<file path="src/rtl/i2c_seq_pkg.sv">
// Shared definitions for the I2C command sequencer: FSM state encoding,
// completion status codes and the packed command record width.
// Optional build macro used by the sequencer: I2C_SEQ_RETRY_EN.
package i2c_seq_pkg;

    localparam logic [2:0] ST_IDLE       = 3'd0;
    localparam logic [2:0] ST_ISSUE      = 3'd1;
    localparam logic [2:0] ST_WAIT_START = 3'd2;
    localparam logic [2:0] ST_WAIT_END   = 3'd3;
    localparam logic [2:0] ST_RESP       = 3'd4;

    typedef enum logic [2:0] {
        IDLE       = ST_IDLE,
        ISSUE      = ST_ISSUE,
        WAIT_START = ST_WAIT_START,
        WAIT_END   = ST_WAIT_END,
        RESP       = ST_RESP
    } seq_state_t;

    localparam logic [3:0] STATUS_OK            = 4'h0;
    localparam logic [3:0] STATUS_START_TIMEOUT = 4'hF;

    localparam int ADDR_BYTES_DEFAULT = 1;
    localparam int DATA_BYTES_DEFAULT = 2;

    // Command record: {rw, chip_addr[6:0], reg_addr, data}
    function automatic int cmd_width(input int addr_bytes, input int data_bytes);
        return 1 + 7 + 8 * addr_bytes + 8 * data_bytes;
    endfunction

    localparam int CMD_W = cmd_width(ADDR_BYTES_DEFAULT, DATA_BYTES_DEFAULT);

    // A NACK-type failure is any nonzero status other than our own start timeout
    function automatic logic is_nack(input logic [3:0] status);
        return (status != STATUS_OK) && (status != STATUS_START_TIMEOUT);
    endfunction

endpackage

</file>
<file path="src/rtl/i2c_cmd_sequencer_if.sv">
// Command/response bus of the I2C command sequencer. The master modport is
// the system controller side, the slave modport is the sequencer itself.
interface i2c_cmd_sequencer_if
    import i2c_seq_pkg::*;
#(
    parameter int ADDR_BYTES = ADDR_BYTES_DEFAULT,
    parameter int DATA_BYTES = DATA_BYTES_DEFAULT
);

    logic                    cmd_valid;
    logic                    cmd_ready;
    logic                    cmd_rw;
    logic [6:0]              cmd_chip_addr;
    logic [8*ADDR_BYTES-1:0] cmd_reg_addr;
    logic [8*DATA_BYTES-1:0] cmd_data;

    logic                    rsp_valid;
    logic                    rsp_rw;
    logic [8*DATA_BYTES-1:0] rsp_data;
    logic [3:0]              rsp_status;
    logic                    rsp_err;

    modport master (
        output cmd_valid, cmd_rw, cmd_chip_addr, cmd_reg_addr, cmd_data,
        input  cmd_ready,
        input  rsp_valid, rsp_rw, rsp_data, rsp_status, rsp_err
    );

    modport slave (
        input  cmd_valid, cmd_rw, cmd_chip_addr, cmd_reg_addr, cmd_data,
        output cmd_ready,
        output rsp_valid, rsp_rw, rsp_data, rsp_status, rsp_err
    );

endinterface

</file>
<file path="src/rtl/i2c_seq_fifo.sv">
// Synchronous command FIFO for the I2C sequencer. Full, empty and level are
// registered so they can drive handshake outputs directly. Pushes while full
// and pops while empty are ignored.
module i2c_seq_fifo #(
    parameter int WIDTH = 8,
    parameter int DEPTH = 8
) (
    input  logic                     clk,
    input  logic                     reset,
    input  logic                     push,
    input  logic                     pop,
    input  logic [WIDTH-1:0]         wr_data,
    output logic [WIDTH-1:0]         rd_data,
    output logic                     full,
    output logic                     empty,
    output logic [$clog2(DEPTH):0]   level
);

    localparam int PW = $clog2(DEPTH);
    localparam int LW = PW + 1;
    localparam logic [LW-1:0] DEPTH_L = LW'(DEPTH);

    logic [WIDTH-1:0] mem [DEPTH];
    logic [PW-1:0]    wr_ptr;
    logic [PW-1:0]    rd_ptr;
    logic [LW-1:0]    level_next;
    logic             do_push;
    logic             do_pop;

    assign do_push = push && !full;
    assign do_pop  = pop && !empty;
    assign rd_data = mem[rd_ptr];

    // Next occupancy; a simultaneous push and pop leaves it unchanged
    always_comb begin
        level_next = level;
        case ({do_push, do_pop})
            2'b10:   level_next = level + LW'(1);
            2'b01:   level_next = level - LW'(1);
            default: level_next = level;
        endcase
    end

    // Pointers wrap naturally because DEPTH is a power of two
    always_ff @(posedge clk or posedge reset) begin
        if (reset) begin
            wr_ptr <= '0;
            rd_ptr <= '0;
            level  <= '0;
            full   <= 1'b0;
            empty  <= 1'b1;
        end else begin
            if (do_push) wr_ptr <= wr_ptr + PW'(1);
            if (do_pop)  rd_ptr <= rd_ptr + PW'(1);
            level <= level_next;
            full  <= (level_next == DEPTH_L);
            empty <= (level_next == '0);
        end
    end

    // Storage array needs no reset; only occupied entries are ever read
    always_ff @(posedge clk) begin
        if (do_push) mem[wr_ptr] <= wr_data;
    end

endmodule

</file>
<file path="src/rtl/i2c_cmd_sequencer.sv">
// Command-queue front end for i2c_master: buffers commands in a FIFO, issues
// them one at a time on the write_en/read_en strobes, waits for completion and
// returns one response per command.
// Optional build macro: I2C_SEQ_RETRY_EN reissues NACKed commands up to two
// more times before responding.
module i2c_cmd_sequencer
    import i2c_seq_pkg::*;
#(
    parameter int DEPTH      = 8,
    parameter int ADDR_BYTES = 1,
    parameter int DATA_BYTES = 2,
    parameter int START_WAIT = 16
) (
    input  logic                      clk,
    input  logic                      reset,
    i2c_cmd_sequencer_if.slave        bus,
    output logic [$clog2(DEPTH):0]    level,
    output logic                      idle,
    output logic [6:0]                m_chip_addr,
    output logic [8*ADDR_BYTES-1:0]   m_reg_addr,
    output logic [8*DATA_BYTES-1:0]   m_data_in,
    output logic                      m_write_en,
    output logic                      m_read_en,
    input  logic                      m_busy,
    input  logic                      m_done,
    input  logic [3:0]                m_status,
    input  logic [8*DATA_BYTES-1:0]   m_data_out
);

    localparam int AW = 8 * ADDR_BYTES;
    localparam int DW = 8 * DATA_BYTES;
    localparam int CW = cmd_width(ADDR_BYTES, DATA_BYTES);
    localparam int TW = $clog2(START_WAIT + 1);

    seq_state_t      state;
    seq_state_t      state_next;

    logic [CW-1:0]   fifo_wr_data;
    logic [CW-1:0]   fifo_rd_data;
    logic            fifo_full;
    logic            fifo_empty;
    logic            fifo_push;
    logic            pop;

    logic            head_rw;
    logic [6:0]      head_chip;
    logic [AW-1:0]   head_reg;
    logic [DW-1:0]   head_data;

    logic            hold_rw;
    logic [6:0]      hold_chip;
    logic [AW-1:0]   hold_reg;
    logic [DW-1:0]   hold_data;

    logic [TW-1:0]   timer;
    logic            finish;
    logic            timed_out;

    logic            rsp_rw_q;
    logic [DW-1:0]   rsp_data_q;
    logic [3:0]      rsp_status_q;
    logic            rsp_err_q;

`ifdef I2C_SEQ_RETRY_EN
    logic [1:0]      retry_cnt;
    logic            reissue;
`endif

    assign fifo_wr_data = {bus.cmd_rw, bus.cmd_chip_addr, bus.cmd_reg_addr, bus.cmd_data};
    assign fifo_push    = bus.cmd_valid && bus.cmd_ready;
    assign {head_rw, head_chip, head_reg, head_data} = fifo_rd_data;

    i2c_seq_fifo #(
        .WIDTH (CW),
        .DEPTH (DEPTH)
    ) u_fifo (
        .clk     (clk),
        .reset   (reset),
        .push    (fifo_push),
        .pop     (pop),
        .wr_data (fifo_wr_data),
        .rd_data (fifo_rd_data),
        .full    (fifo_full),
        .empty   (fifo_empty),
        .level   (level)
    );

    assign bus.cmd_ready  = !fifo_full;
    assign bus.rsp_rw     = rsp_rw_q;
    assign bus.rsp_data   = rsp_data_q;
    assign bus.rsp_status = rsp_status_q;
    assign bus.rsp_err    = rsp_err_q;

    assign m_chip_addr = hold_chip;
    assign m_reg_addr  = hold_reg;
    assign m_data_in   = hold_data;

    // State register; reset aborts any transaction without a response
    always_ff @(posedge clk or posedge reset) begin
        if (reset) state <= IDLE;
        else       state <= state_next;
    end

    // Next-state logic and strobe/response/idle outputs decoded from the state
    always_comb begin
        state_next    = state;
        pop           = 1'b0;
        finish        = 1'b0;
        timed_out     = 1'b0;
        m_write_en    = 1'b0;
        m_read_en     = 1'b0;
        bus.rsp_valid = 1'b0;
        idle          = 1'b0;
`ifdef I2C_SEQ_RETRY_EN
        reissue       = 1'b0;
`endif
        case (state)
            IDLE: begin
                idle = fifo_empty;
                if (!fifo_empty) begin
                    pop        = 1'b1;
                    state_next = ISSUE;
                end
            end
            ISSUE: begin
                m_write_en = !hold_rw;
                m_read_en  = hold_rw;
                state_next = WAIT_START;
            end
            WAIT_START: begin
                if (m_busy) begin
                    state_next = WAIT_END;
                end else if (timer == TW'(START_WAIT - 1)) begin
                    timed_out  = 1'b1;
                    state_next = RESP;
                end
            end
            WAIT_END: begin
                if (!m_busy || m_done) begin
                    finish     = 1'b1;
                    state_next = RESP;
`ifdef I2C_SEQ_RETRY_EN
                    if (is_nack(m_status) && (retry_cnt != 2'd2)) begin
                        reissue    = 1'b1;
                        state_next = ISSUE;
                    end
`endif
                end
            end
            RESP: begin
                bus.rsp_valid = 1'b1;
                state_next    = IDLE;
            end
            default: state_next = IDLE;
        endcase
    end

    // Holding registers keep the master-side fields stable until RESP exits
    always_ff @(posedge clk or posedge reset) begin
        if (reset) begin
            hold_rw   <= 1'b0;
            hold_chip <= '0;
            hold_reg  <= '0;
            hold_data <= '0;
        end else if (pop) begin
            hold_rw   <= head_rw;
            hold_chip <= head_chip;
            hold_reg  <= head_reg;
            hold_data <= head_data;
        end
    end

    // Timer counts cycles since the strobe while waiting for busy to rise
    always_ff @(posedge clk or posedge reset) begin
        if (reset) begin
            timer <= '0;
        end else if (state == ISSUE) begin
            timer <= TW'(1);
        end else if (state == WAIT_START) begin
            timer <= timer + TW'(1);
        end
    end

    // Response capture; every attempt overwrites so the final one is reported
    always_ff @(posedge clk or posedge reset) begin
        if (reset) begin
            rsp_rw_q     <= 1'b0;
            rsp_data_q   <= '0;
            rsp_status_q <= STATUS_OK;
            rsp_err_q    <= 1'b0;
        end else if (timed_out) begin
            rsp_rw_q     <= hold_rw;
            rsp_data_q   <= '0;
            rsp_status_q <= STATUS_START_TIMEOUT;
            rsp_err_q    <= 1'b1;
        end else if (finish) begin
            rsp_rw_q     <= hold_rw;
            rsp_data_q   <= hold_rw ? m_data_out : '0;
            rsp_status_q <= m_status;
            rsp_err_q    <= (m_status != STATUS_OK);
        end
    end

`ifdef I2C_SEQ_RETRY_EN
    // Retry counter restarts with every command taken from the FIFO
    always_ff @(posedge clk or posedge reset) begin
        if (reset) begin
            retry_cnt <= 2'd0;
        end else if (pop) begin
            retry_cnt <= 2'd0;
        end else if (reissue) begin
            retry_cnt <= retry_cnt + 2'd1;
        end
    end
`endif

endmodule

</file>
<file path="src/flat_wrapper.sv">
// flat-port wrapper written by rule: the top's interface ports become plain ports
module i2c_cmd_sequencer_flat import i2c_seq_pkg::*;
#(
    parameter int DEPTH      = 8,
    parameter int ADDR_BYTES = 1,
    parameter int DATA_BYTES = 2,
    parameter int START_WAIT = 16
)
  (clk, reset, level, idle, m_chip_addr, m_reg_addr, m_data_in, m_write_en, m_read_en, m_busy, m_done, m_status, m_data_out, bus_cmd_valid, bus_cmd_rw, bus_cmd_chip_addr, bus_cmd_reg_addr, bus_cmd_data, bus_cmd_ready, bus_rsp_valid, bus_rsp_rw, bus_rsp_data, bus_rsp_status, bus_rsp_err);
  i2c_cmd_sequencer_if #(.ADDR_BYTES(ADDR_BYTES), .DATA_BYTES(DATA_BYTES)) bus_i ();
  input  logic clk;
  input  logic reset;
  output logic [$clog2(DEPTH):0] level;
  output logic idle;
  output logic [6:0] m_chip_addr;
  output logic [8*ADDR_BYTES-1:0] m_reg_addr;
  output logic [8*DATA_BYTES-1:0] m_data_in;
  output logic m_write_en;
  output logic m_read_en;
  input  logic m_busy;
  input  logic m_done;
  input  logic [3:0] m_status;
  input  logic [8*DATA_BYTES-1:0] m_data_out;
  input wire logic [$bits(bus_i.cmd_valid)-1:0] bus_cmd_valid;
  input wire logic [$bits(bus_i.cmd_rw)-1:0] bus_cmd_rw;
  input wire logic [$bits(bus_i.cmd_chip_addr)-1:0] bus_cmd_chip_addr;
  input wire logic [$bits(bus_i.cmd_reg_addr)-1:0] bus_cmd_reg_addr;
  input wire logic [$bits(bus_i.cmd_data)-1:0] bus_cmd_data;
  output wire logic [$bits(bus_i.cmd_ready)-1:0] bus_cmd_ready;
  output wire logic [$bits(bus_i.rsp_valid)-1:0] bus_rsp_valid;
  output wire logic [$bits(bus_i.rsp_rw)-1:0] bus_rsp_rw;
  output wire logic [$bits(bus_i.rsp_data)-1:0] bus_rsp_data;
  output wire logic [$bits(bus_i.rsp_status)-1:0] bus_rsp_status;
  output wire logic [$bits(bus_i.rsp_err)-1:0] bus_rsp_err;
  assign bus_i.cmd_valid = bus_cmd_valid;
  assign bus_i.cmd_rw = bus_cmd_rw;
  assign bus_i.cmd_chip_addr = bus_cmd_chip_addr;
  assign bus_i.cmd_reg_addr = bus_cmd_reg_addr;
  assign bus_i.cmd_data = bus_cmd_data;
  assign bus_cmd_ready = bus_i.cmd_ready;
  assign bus_rsp_valid = bus_i.rsp_valid;
  assign bus_rsp_rw = bus_i.rsp_rw;
  assign bus_rsp_data = bus_i.rsp_data;
  assign bus_rsp_status = bus_i.rsp_status;
  assign bus_rsp_err = bus_i.rsp_err;
  i2c_cmd_sequencer #(.DEPTH(DEPTH), .ADDR_BYTES(ADDR_BYTES), .DATA_BYTES(DATA_BYTES), .START_WAIT(START_WAIT)) u_core (.clk(clk), .reset(reset), .bus(bus_i), .level(level), .idle(idle), .m_chip_addr(m_chip_addr), .m_reg_addr(m_reg_addr), .m_data_in(m_data_in), .m_write_en(m_write_en), .m_read_en(m_read_en), .m_busy(m_busy), .m_done(m_done), .m_status(m_status), .m_data_out(m_data_out));
endmodule
</file>
<file path="config.mk">
export PLATFORM = sky130hd
export DESIGN_NAME = i2c_cmd_sequencer_flat
export DESIGN_NICKNAME = d
export VERILOG_FILES = /design/src/rtl/i2c_seq_pkg.sv /design/src/rtl/i2c_cmd_sequencer_if.sv /design/src/rtl/i2c_seq_fifo.sv /design/src/rtl/i2c_cmd_sequencer.sv /design/src/flat_wrapper.sv
export SDC_FILE = /design/constraint.sdc
export NUM_CORES = 1
export LEC_CHECK = 0
export BUFFER_PORTS_ARGS = -buffer_cell sky130_fd_sc_hd__buf_4
export CAP_MARGIN = 40
export CORE_AREA = 2 2 158 160
export DETAILED_ROUTE_END_ITERATION = 7
export DIE_AREA = 0 0 160 162
export PLACE_DENSITY = 0.75
export RECOVER_POWER = 50
export SLEW_MARGIN = 20
export SYNTH_ARGS = -nofsm -noshare
export SYNTH_HDL_FRONTEND = slang
export SYNTH_SLANG_ARGS = --single-unit
</file>
<file path="constraint.sdc">
create_clock -name clk -period 3.6 [get_ports clk]
set_input_delay 0.18 -clock clk [delete_from_list [all_inputs] [get_ports clk]]
set_output_delay 0.18 -clock clk [all_outputs]
set_load 0.05 [all_outputs]
</file>
## Yosys cells after proc, flatten, opt, wreduce, memory -nomap -nowiden

Memories as Yosys holds them, arrays and structs flattened. A register that Yosys moved wholly into a read port is not among the register bits.
Cells that the tools add are included.

| storage, ports and cells | value |
|---|---|
| input bits | 57 |
| register bits | 42 |
| logic and storage cells | 72 |
| bits in writable memories | 256 |
| output and inout port bits | 62 |
| memories kept | 1 |

| cells by class | value |
|---|---|
| mux-type cells | 30 |
| $add $sub $neg | 5 |
| equality and inequality tests | 11 |
| reduce and logical (&&, ||, !) cells | 14 |

Memory list:

| name | depth | width | read ports | clocked after memory_dff | write ports | line | text |
|---|---|---|---|---|---|---|---|
| u_core.u_fifo.mem | 8 | 32 | 1 | 1 | 1 | i2c_seq_fifo.sv:23 | `logic [WIDTH-1:0] mem [DEPTH];` |

Operator list:

| kind | number |
|---|---|
| $mux W16 | 3 |
| $mux W1 | 17 |
| $mux W3 | 4 |
| $pmux W3 S4 | 1 |
| $mux W5 | 2 |
| $mux W4 | 2 |
| $pmux W4 S2 | 1 |
| $add A3 B1 Y3 const B | 2 |
| $eq A3 B2 Y1 const B | 2 |
| $add A5 B1 Y5 const B | 1 |
| $eq A5 B4 Y1 const B | 1 |
| $add A4 B1 Y4 const B | 1 |
| $eq A4 B4 Y1 const B | 1 |
| $logic_not A1 Y1 | 4 |
| $logic_not A4 Y1 | 1 |
| $reduce_bool A2 Y1 | 2 |
| $reduce_bool A4 Y1 | 1 |
| $sub A4 B1 Y4 const B | 1 |
| $eq A3 B1 Y1 const B | 1 |
| $eq A3 B3 Y1 const B | 1 |
| $logic_and A1 B1 Y1 | 3 |
| $logic_not A3 Y1 | 1 |
| $ne A3 B2 Y1 const B | 1 |
| $reduce_and A3 Y1 | 1 |
| 5 further kinds | 5 |

## Longest topological paths before layout

Gate-level depths: netlist of the first run.

| logic depth | value |
|---|---|
| depth in word-level cells | 6 |
| depth in mapped cells | 10 |
| gate-level depth less buffers | 9 |

## By module

A second synthesis of the first run with hierarchy kept.

| unflattened totals | value |
|---|---|
| cells, all modules | 671 |
| area total of the unflattened synthesis | 12993.7 sq um |

By module, submodules not included:

| module | times used | cells each | area each (sq um) | sequential area each (sq um) |
|---|---|---|---|---|
| i2c_seq_fifo | 1 | 444 | 10277.4 | 7988.9 |
| i2c_cmd_sequencer | 1 | 227 | 2716.4 | 1551.5 |

## Worst setup path before layout of the first run

OpenSTA, ideal clock, no wires.

| timing path | value |
|---|---|
| path kind | register to register |
| from | reg u_core.u_fifo.full |
| to | mem u_core.u_fifo.mem[0][0] in the netlist's numbering (enable) |
| data arrival time | 3084 ps |
| cell stages (with the launch flop) | 4 |
| clock period less this slack | 3545 ps |
| slack | 55 ps |
| path buffers | 0 |
| setup time | 461 ps |
| cell sequence | dfrtp_1 > nor2b_1 > nand2b_1 > nor3_1 |

| on the way | value |
|---|---|
| longest elaborated chain between the ends | 5 |

RTL lines:

| element | line | text |
|---|---|---|
| start, declared | i2c_seq_fifo.sv:14 | `output logic full,` |
| start signal, assigned | i2c_seq_fifo.sv:56 | `full <= (level_next == DEPTH_L);` |
| $logic_not A1 Y1 (*) | i2c_seq_fifo.sv:30, i2c_cmd_sequencer.sv:88 |  |
| $logic_and A1 B1 Y1 | i2c_cmd_sequencer.sv:70 | `assign fifo_push = bus.cmd_valid && bus.cmd_ready;` |
| $logic_and A1 B1 Y1 (*) | i2c_seq_fifo.sv:30 | `assign do_push = push && !full;` |
| $mux W1 (*) | i2c_seq_fifo.sv:63 | `if (do_push) mem[wr_ptr] <= wr_data;` |
| $mux W1 (not written as such) (*) | i2c_seq_fifo.sv:63 |  |
| end, declared | i2c_seq_fifo.sv:23 |  |

Mark *: on every way between the ends. The rest lies on a longest branch, timed or not.

## Worst setup path in the final report of the first run

| timing path | value |
|---|---|
| from | reg u_core.state[0] |
| to | reg u_core.u_fifo.full |

| on the way | value |
|---|---|
| longest elaborated chain between the ends | 6 |
| elaborated cells on any way between the ends | 7 |

RTL lines:

| element | line | text |
|---|---|---|
| start, declared | i2c_cmd_sequencer.sv:35 | `seq_state_t state;` |
| start signal, assigned | i2c_cmd_sequencer.sv:101 | `else state <= state_next;` |
| $logic_not A3 Y1 (*) | i2c_cmd_sequencer.sv:117 | `case (state)` |
| $mux W1 (*) | i2c_cmd_sequencer.sv:117 |  |
| $logic_and A1 B1 Y1 (*) | i2c_seq_fifo.sv:31 | `assign do_pop = pop && !empty;` |
| $eq A2 B1 Y1 or $eq A2 B2 Y1 (tied branches) | i2c_seq_fifo.sv:37 | `case ({do_push, do_pop})` |
| $pmux W4 S2 (*) | i2c_seq_fifo.sv:37 |  |
| $eq A4 B4 Y1 (*) | i2c_seq_fifo.sv:56 |  |

Marks and branches as above.
A chain may end at the register's enable or synchronous reset.

==> flow_metrics.py, run 1 <==
metrics = {
    "status": {
        "status": "completed",
    },
    "yosys": {
        "netlist.area_leader.share_pct": 60.5,
        "ys.flop_type": "edfxtp_1",
        "yosysWarnings": 0,
        "synth_cells": 672,
        "syn-num-nets": 735,
        "postSynthAreaPerCell_um2": 18.9,
        "synthTopCellsByArea": "edfxtp_1, dfrtp_1, mux4_2",
        "synth_area_um2": 12700,
        "async_flop_share_pct": 22.4,
        "synth_seq_cells": 330,
        "synth_cell_types": 52,
        "yosysSeqAreaShare_pct": 75.0,
        "yosys.area.top_type": "edfxtp_1",
        "synth_edf_count": 256,
    },
    "place": {
        "dp_cells": 1098,
        "port-buffer-count": 118,
        "gp_routability_congestion": 0.823,
        "hpwlAfterDp_mm": 15.0,
    },
    "timing": {
        "timing.fmax_mhz": 346,
        "setup_violations": 0,
        "fin_crit_ns": 2.89,
        "slew_headroom_pct": 8.80,
        "whs_ns": 0.117,
        "tightest_slew_ns": 1.37,
        "drv_slew": 0,
        "min_period_over_period_pct": 80.3,
        "rsz0062_at_grt": "no",
        "finClkSkew_ns": 0.0191,
        "finalSetupTns_ns": 0,
        "hold_viol_final": 0,
    },
    "floorplan": {
        "dieHeight_um": 162,
        "core_um2": 24100,
        "fp-row-count": 57,
        "die_w_um": 160,
        "initial_core_util_pct": 52.8,
        "dieArea_um2": 25900,
        "boundaryPins": 119,
    },
    "power_and_ir_drop": {
        "vdd_ir_drop_max_mv": 0.692,
        "seqPwrFrac_pct": 41.1,
        "p_leak_nw": 5.58,
        "power_frac_comb_pct": 34.1,
        "p_switching_mw": 4.97,
        "switching_share_pct": 35.8,
        "powerDensity_nw_per_um2": 896,
        "p_int_mw": 8.91,
        "p_clk_share_pct": 24.8,
    },
    "layout": {
        "stdcell_count": 1212,
        "final_nets": 926,
        "area_growth_pct": 21.7,
        "n_antenna_cell": 0,
        "drive_above_1_share_pct": 23.8,
    },
    "drt": {
        "wirelength_mm": 26.0,
        "drtIter0Drc": 473,
        "post_drt_via_cell_ratio": 5.68,
        "antenna_left": 0,
        "routedWlPerCell_um": 21.5,
        "drtPass1Iterations": 7,
        "drcViolationCount": 0,
        "num_vias": 6880,
    },
    "critical_path": {
        "crit_path_end_kind": "register",
        "path_class": "reg -> reg",
        "crit_arrival_ns": 3.29,
        "startpoint_type": "register",
        "cp.required_ns": 4.00,
        "crit_path_max_fanout": 21,
    },
    "clocking": {
        "cts_sinks": 330,
        "numCtsBuffers": 34,
        "cts_root_buf": "clkbuf_16",
        "cts_resized": 0,
        "clock_path_buffers": 3,
        "path_clk_slew_ns": 0.06,
        "htree_levels": 2,
        "holdBufCountCts": 53,
        "clk-insertion-delay-late_ns": 0.50,
        "cts_setup_buffers": 0,
        "cts_tree": "yes",
    },
    "global_routing": {
        "grt_pass1_vias": 7464,
        "grt_overflow": 0,
        "grt_max_degree": 69,
        "grt_pass1_wl_mm": 41.3,
        "track_usage_pct": 20.6,
        "antenna_found_initial": 1,
    },
    "run": {
        "maxCapViolations": 0,
    },
    "hold_path": {
        "hold_class": "in -> reg",
    },
}
-- layout by cell type, fill, tap and decap left out, types with 8 or more instances in the layout --
cell type      synthesis  final
nand2_1               50     50
dlygate4sd3_1          0     53
o21ai_1               32     32
edfxtp_1             256    256
clkbuf_16              0     35
mux4_2                64     64
mux2i_1               35     35
buf_4                  0     73
a21oi_1                9      9
dfrtp_1               73     70
nor2_1                14      8
a22o_1                16     16
clkbuf_1              21     73
-- final cells by class --
class                   count  area [um^2]
clock buffers              49          978
clock inverters            12          135
fillers                  1719         8620
inverters                  10         43.8
multi-input cells         295         3040
flip-flops and latches    330         9550
well taps                 324          405
repair buffers            192         1330
-- power by group through the flow --
stage               sequential, mW  combinational (mW)  clock, mW
global placement              5.69                4.74          0
detailed placement            5.76                4.86          0
global route                  5.80                5.07       3.66
floorplan                     6.46                2.68          0
finish                        5.70                4.73       3.45
CTS                           5.70                4.94       3.50
-- state kept, by name, summed over array words and instances (netlist names) --
register,flops
u_core.m_reg_addr,8
u_core.u_fifo.full,1
u_core.m_chip_addr,7
u_core.bus.rsp_rw,1
u_core.m_data_in,16
u_core.u_fifo.empty,1
u_core.bus.rsp_err,1
u_core.u_fifo.mem,256
u_core.bus.rsp_data,16
u_core.u_fifo.wr_ptr,3
u_core.hold_rw,1
u_core.u_fifo.rd_ptr,3
u_core.u_fifo.level,4
u_core.bus.rsp_status,4
u_core.timer,5
u_core.state,3
-- critical path, cell delays in order (launching register included) --
cell	delay, ns
dfrtp_1	0.58
or4_2	0.80
clkinv_4	0.12
nand2_2	0.09
xnor2_1	0.14
ha_1	0.29
nor2_1	0.14
a31oi_1	0.10
or3_1	0.35
a211oi_2	0.19
-- worst paths after layout --
| check | from | endpoint | slack, ns | depth (start not counted) |
|---|---|---|---|---|
| max | u_core.state[0] | u_core.u_fifo.full | 0.71 | 9 |
| min | m_busy | u_core.bus.rsp_status[2] | 0.12 | 4 |
| max reg2reg | u_core.state[0] | u_core.u_fifo.full | 0.71 | 9 |
| min reg2reg | u_core.m_reg_addr[4] | u_core.m_reg_addr[4] | 0.48 | 2 |
| max in group asynchronous | reset | u_core.m_data_in[11] | 1.68 | 4 |
| min in group asynchronous | reset | u_core.m_reg_addr[4] | 0.30 | 3 |
-- metal layers --
layer	track usage, %	vias to the layer above	wire length (um)
met2	36.1	234	13300
met1	27.2	3539	10600
met3	3.52	54	1550
met4	5.57	2	554
li1	-	3051	-
met5	0	-	13
-- kinds of logic after synthesis --
| logic type | count (synthesis) | share of synthesized area (%) |
|---|---|---|
| compound gates | 80 | 4.23 |
| xor+xnor | 7 | 0.482 |
| fa+ha+maj | 6 | 0.590 |
| buf+inv | 47 | 1.51 |
| flops | 330 | 75.0 |
| mux | 101 | 14.3 |
| simple gates | 101 | 3.90 |
-- stage by stage --
stage	worst slack [ns]	total power [mW]	cell area (um^2)	util, %
global placement	0.830	10.4	14100	58.4
floorplan	0.0547	9.14	12700	-
CTS	0.734	14.1	15700	65.2
global route	0.530	14.5	15500	64.2
finish	0.707	13.9	15500	64.2
detailed placement	0.735	10.6	14100	58.4
-- synthesized netlist by cell type (2+ instances only) --
cell,count
a21o_1,2
a21oi_1,9
a22o_1,16
a22oi_1,2
and4b_1,2
buf_1,8
buf_2,8
clkbuf_1,21
dfrtp_1,73
edfxtp_1,256
ha_1,6
inv_1,7
inv_2,2
mux2i_1,35
mux4_2,64
nand2_1,50
nand2b_1,6
nand3_1,2
nor2_1,14
nor2b_1,5
nor3_1,5
nor3b_1,2
nor4b_1,5
o21ai_0,6
o21ai_1,32
o311ai_2,2
or3_1,2
xnor2_1,6
Note: power is estimated with default switching activity, not from simulation.
==> inputs of run 2 (changes only) <==
Clock period 3.6 ns to 2.55 ns, I/O delays scaled along.
==> run 2 against run 1 <==
Clock power up 33%. Largest power group unchanged. Sequential power grew 38%. Clock skew down 0.0038 ns.
==> flow_metrics.py, run 2 (synthesis gave the netlist of run 1 again) <==
metrics = {
    "critical_path": {
        "cp.required_ns": 2.96,
        "crit_path_end_kind": "register",
        "crit_arrival_ns": 2.83,
        "path_class": "reg -> reg",
        "crit_path_max_fanout": 5,
        "startpoint_type": "register",
    },
    "timing": {
        "hold_viol_final": 0,
        "drv_slew": 0,
        "finClkSkew_ns": 0.0153,
        "tightest_slew_ns": 1.17,
        "setup_violations": 0,
        "rsz0062_at_grt": "no",
        "fin_crit_ns": 2.42,
        "timing.fmax_mhz": 414,
        "min_period_over_period_pct": 94.7,
        "slew_headroom_pct": 22.3,
        "finalSetupTns_ns": 0,
    },
    "clocking": {
        "cts_tree": "yes",
        "clock_path_buffers": 3,
        "clk-insertion-delay-late_ns": 0.51,
        "path_clk_slew_ns": 0.06,
        "numCtsBuffers": 35,
        "cts_root_buf": "clkbuf_16",
        "htree_levels": 2,
        "cts_setup_buffers": 0,
        "cts_sinks": 330,
    },
    "floorplan": {
        "fp-row-count": 57,
        "die_w_um": 160,
        "dieArea_um2": 25900,
        "boundaryPins": 119,
        "dieHeight_um": 162,
        "initial_core_util_pct": 52.8,
        "core_um2": 24100,
    },
    "drt": {
        "top_signal_layer_used": "met4",
        "drtIter0Drc": 531,
        "met1Wirelength_mm": 11.1,
        "routedWlPerCell_um": 21.8,
        "drtPass1Iterations": 5,
        "num_vias": 6901,
        "post_drt_via_cell_ratio": 5.64,
        "route.met3.wl_mm": 1.55,
        "wirelength_mm": 26.7,
        "drcViolationCount": 0,
        "antenna_left": 0,
        "wl_met2_mm": 13.6,
    },
    "global_routing": {
        "grt_overflow": 0,
        "grt_pass1_wl_mm": 41.9,
        "grt_max_degree": 69,
        "track_usage_pct": 21.1,
        "grt_pass1_vias": 7421,
        "antenna_found_initial": 1,
    },
    "hold_path": {
        "hold_class": "in -> reg",
    },
    "power_and_ir_drop": {
        "powerDensity_nw_per_um2": 1260,
        "vdd_ir_drop_max_mv": 1.05,
        "p_leak_nw": 5.64,
        "power_mw": 19.6,
    },
    "layout": {
        "filler_cell_count": 1686,
        "layout_common_cells": "edfxtp_1, buf_4, clkbuf_1, dfrtp_1, mux4_2",
        "drive_above_1_share_pct": 24.7,
        "final_common_cell": "edfxtp_1",
        "final_area_um2": 15600,
        "largest_register_ff_count": 256,
        "final_nets": 936,
        "regMostFlops": "u_core.u_fifo.mem",
        "area_growth_pct": 23.0,
        "post-route-util_pct": 64.9,
        "stdcell_count": 1224,
    },
    "place": {
        "dp_cells": 1106,
        "gp_routability_congestion": 0.848,
        "postPlaceCellArea_um2": 14300,
        "port-buffer-count": 118,
        "hpwlAfterDp_mm": 15.3,
    },
    "status": {
        "status": "completed",
    },
    "run": {
        "maxCapViolations": 0,
    },
}
==> run 2: changes by cell type in the layout (fill, tap and decap cells not counted), moves of 3 or more <==
cell	delta
buf_12	+10
buf_4	+3
bufinv_16	-3
clkbuf_8	-5
==> run 2: worst max-delay path, stage by stage (launching register included) <==
cell,delay [ns]
dfrtp_1,0.39
or4_4,0.57
clkinv_4,0.09
nand2_2,0.08
xnor2_1,0.14
ha_1,0.30
nor2_1,0.13
a31oi_1,0.10
or3_1,0.37
a211oi_2,0.18
==> run 2: path summary, 6_finish.rpt <==
path                                           start                  endpoint  slack [ns]  depth (start not counted)
worst min-delay path                          m_busy  u_core.bus.rsp_status[1]        0.06                          4
worst max register to register       u_core.state[0]        u_core.u_fifo.full        0.13                          9
worst min register to register  u_core.m_reg_addr[6]      u_core.m_reg_addr[6]        0.49                          2
worst max-delay path                 u_core.state[0]        u_core.u_fifo.full        0.13                          9
min in group asynchronous                      reset   u_core.u_fifo.rd_ptr[2]        0.11                          3
max in group asynchronous                      reset     u_core.m_chip_addr[5]        1.08                          4
==> run 2: final cells by class <==
| type | count | area [um^2] | share of cell area (%) |
|---|---|---|---|
| timing repair buffer | 201 | 1540 | 9.84 |
| sequential | 330 | 9550 | 61.0 |
| clock inverter | 11 | 57.6 | 0.368 |
| inverter | 10 | 43.8 | 0.280 |
| clock buffer | 52 | 982 | 6.28 |
| multi-input combinational | 295 | 3070 | 19.6 |
| antenna | 1 | 2.50 | 0.0160 |
| tap | 324 | 405 | 2.59 |
==> run 2: timing repair <==
action	4_1_cts	5_1_grt
hold endpoints to repair	309	0
hold buffers	53	0
resized for setup	1	0
endpoints found under the setup margin	2	0
==> run 2: power breakdown <==
| group | leakage (nW) | total, mW | internal (mW) | switching [mW] |
|---|---|---|---|---|
| Combinational | 1.89 | 7.17 | 2.79 | 4.38 |
| Clock | 0.506 | 4.59 | 2.67 | 1.92 |
| Sequential | 3.25 | 7.87 | 7.06 | 0.814 |
==> run 2: per-layer routing <==
layer,track usage [%],vias to the layer above
li1,-,3076
met1,28.2,3546
met2,36.6,238
met3,3.73,41
met4,5.12,0
met5,0,-
==> run 2: stage by stage <==
step | worst slack (ns) | hold WS (ns)
finish | 0.134 | 0.0624
global route | 0.0414 | 0.0849
CTS | 0.145 | 0.0384
detailed placement | -0.0102 | 0.264
global placement | 0.0476 | 0.253
floorplan | -0.141 | 0.226
==> inputs of run 3 (changes only) <==
==> constraint.sdc (replaced) <==
create_clock -name clk -period 2.55 [get_ports clk]
set_input_delay 0.3825 -clock clk [delete_from_list [all_inputs] [get_ports clk]]
set_output_delay 0.3825 -clock clk [all_outputs]
set_load 0.05 [all_outputs]
==> run 3 against run 2 <==
Clock skew down 0.0048 ns. Global-route usage down 1.2 points. Sequential share of layout area increased by 2.0 points. Critical endpoint unchanged. Critical path depth did not move. Cell area is 3.2% lower. Hold slack improved by 0.043 ns. Non-clock buffer count decreased by 54. Via count shrank 4.2%. Worst setup slack better by 0.0090 ns. Largest cell class unchanged. Utilization fell by 2.1 points.
==> flow_metrics.py, run 3 (synthesis gave the netlist of run 1 again) <==
metrics = {
    "status": {
        "status": "completed",
    },
    "timing": {
        "whs_ns": 0.106,
        "fin_crit_ns": 2.41,
        "tightest_slew_ns": 1.45,
        "min_period_over_period_pct": 94.4,
        "setup_violations": 0,
        "rsz0062_at_grt": "no",
        "hold_viol_final": 0,
        "drv_slew": 0,
        "finClkSkew_ns": 0.0105,
        "slew_headroom_pct": 3.06,
        "timing.fmax_mhz": 416,
    },
    "layout": {
        "final_common_cell": "edfxtp_1",
        "multi_input_area_um2": 3080,
        "area_growth_pct": 19.1,
        "regArea_um2": 9550,
        "post-route-util_pct": 62.9,
        "regMostFlops": "u_core.u_fifo.mem",
        "drive_above_1_share_pct": 26.7,
        "largest_register_ff_count": 256,
        "filler_cell_count": 1740,
        "layout_common_cells": "edfxtp_1, buf_4, clkbuf_1, dfrtp_1, mux4_2",
        "final_nets": 881,
        "n_antenna_cell": 0,
    },
    "power_and_ir_drop": {
        "power_mw": 19.7,
        "powerDensity_nw_per_um2": 1300,
        "p_leak_nw": 5.43,
        "p_switching_mw": 7.04,
        "p_clk_share_pct": 24.2,
        "power_frac_comb_pct": 36.1,
        "vdd_ir_drop_max_mv": 0.875,
        "seqPwrFrac_pct": 39.7,
        "switching_share_pct": 35.8,
        "p_int_mw": 12.6,
    },
    "clocking": {
        "numCtsBuffers": 34,
        "path_clk_slew_ns": 0.06,
        "cts_tree": "yes",
        "cts_sinks": 330,
        "cts_setup_buffers": 0,
        "clock_path_buffers": 3,
        "clk-insertion-delay-late_ns": 0.51,
        "htree_levels": 2,
        "cts_root_buf": "clkbuf_16",
    },
    "drt": {
        "drcViolationCount": 0,
        "drtIter0Drc": 576,
        "num_vias": 6614,
        "routedWlPerCell_um": 21.5,
        "post_drt_via_cell_ratio": 5.67,
        "wirelength_mm": 25.1,
        "antenna_left": 0,
        "drtPass1Iterations": 5,
    },
    "floorplan": {
        "dieArea_um2": 25900,
        "fp-row-count": 57,
        "boundaryPins": 119,
        "die_w_um": 160,
        "dieHeight_um": 162,
        "initial_core_util_pct": 52.8,
        "core_um2": 24100,
    },
    "critical_path": {
        "crit_buf_inv": 1,
        "crit_path_end_kind": "register",
        "path_class": "reg -> reg",
        "startpoint_type": "register",
        "crit_arrival_ns": 2.82,
        "path_cells": "or4_4 > clkinv_4 > nand2_2 > xnor2_1 > ha_1 > nor2_1 > a31oi_1 > or3_1 > a211oi_2",
        "cp_top_family": "simple AND/OR/NAND/NOR gates",
        "crit_path_max_fanout": 5,
        "max_stage_delay_ns": 0.56,
        "cp.required_ns": 2.96,
        "slowest_stage": "or4_4",
    },
    "place": {
        "hpwlAfterDp_mm": 14.9,
        "gp_routability_congestion": 0.840,
        "port-buffer-count": 118,
    },
    "global_routing": {
        "grt_pass1_vias": 6966,
        "grt_overflow": 0,
        "track_usage_pct": 19.9,
        "grt_pass1_wl_mm": 39.5,
        "grt_max_degree": 69,
        "antenna_found_initial": 0,
    },
    "hold_path": {
        "hold_class": "in -> reg",
    },
    "run": {
        "maxCapViolations": 0,
    },
}
-- run 3: cell types whose count changed in the layout (fill, tap and decap cells not counted), moves of 2 or more --
cell           delta
buf_4             +4
bufinv_16         +3
clkbuf_1          -4
clkbuf_16         -2
clkinv_2          -3
dlygate4sd3_1    -52
-- run 3: worst paths after layout --
check	start	end	slack, ns	cells past startpoint
hold reg to reg	u_core.m_reg_addr[1]	u_core.m_reg_addr[1]	0.48	2
setup reg to reg	u_core.state[0]	u_core.u_fifo.full	0.14	9
max in group asynchronous	reset	u_core.u_fifo.empty	0.87	4
hold / removal	m_data_out[5]	u_core.bus.rsp_data[5]	0.11	2
setup / recovery	u_core.state[0]	u_core.u_fifo.full	0.14	9
min in group asynchronous	reset	u_core.bus.rsp_data[5]	0.78	3
-- run 3: worst register-to-register path, cell delays in order, from the launching register on --
cell	delay, ns
dfrtp_1	0.38
or4_4	0.56
clkinv_4	0.09
nand2_2	0.08
xnor2_1	0.14
ha_1	0.29
nor2_1	0.14
a31oi_1	0.10
or3_1	0.36
a211oi_2	0.19
-- run 3: power groups by stage --
stage / Clock [mW] / Combinational [mW] / Sequential (mW)
after floorplan: 0 / 3.81 / 9.12
after global placement: 0 / 7.16 / 7.82
after detailed placement: 0 / 7.34 / 7.90
after CTS: 4.88 / 7.37 / 7.81
after global routing: 5.11 / 7.64 / 7.93
final: 4.76 / 7.11 / 7.80
-- run 3: metrics by stage --
stage	instances	TNS, ns	setup slack (ns)	cell area, um^2
global placement	1105	0	0.0519	14300
finish	1167	0	0.143	15200
floorplan	672	-38.25	-0.212	12800
global route	1167	0	0.0541	15200
CTS	1167	0	0.144	15400
detailed placement	1105	-0.0193	-0.0193	14300
-- run 3: cell type report --
cell class / instances / share of cell area (%)
inverter: 10 / 0.289
timing repair buffer: 147 / 6.66
sequential: 330 / 63.0
tap: 324 / 2.68
clock buffer: 50 / 6.15
multi-input combinational: 295 / 20.3
clock inverter: 11 / 0.900
-- run 3: layer usage --
layer	share of wire, %	global-route usage (%)	vias up	routed length (um)
met5	0	0	-	0
met4	1.5	5.04	0	369
met3	7.0	4.44	35	1760
met2	49	33.6	233	12400
met1	42	26.9	3390	10600
li1	-	-	2956	-
-- run 3: repair_timing --
action	4_1_cts	5_1_grt
endpoints found under the hold margin	27	0
resized for setup	1	1
hold buffers	1	0
setup endpoints to repair	1	1
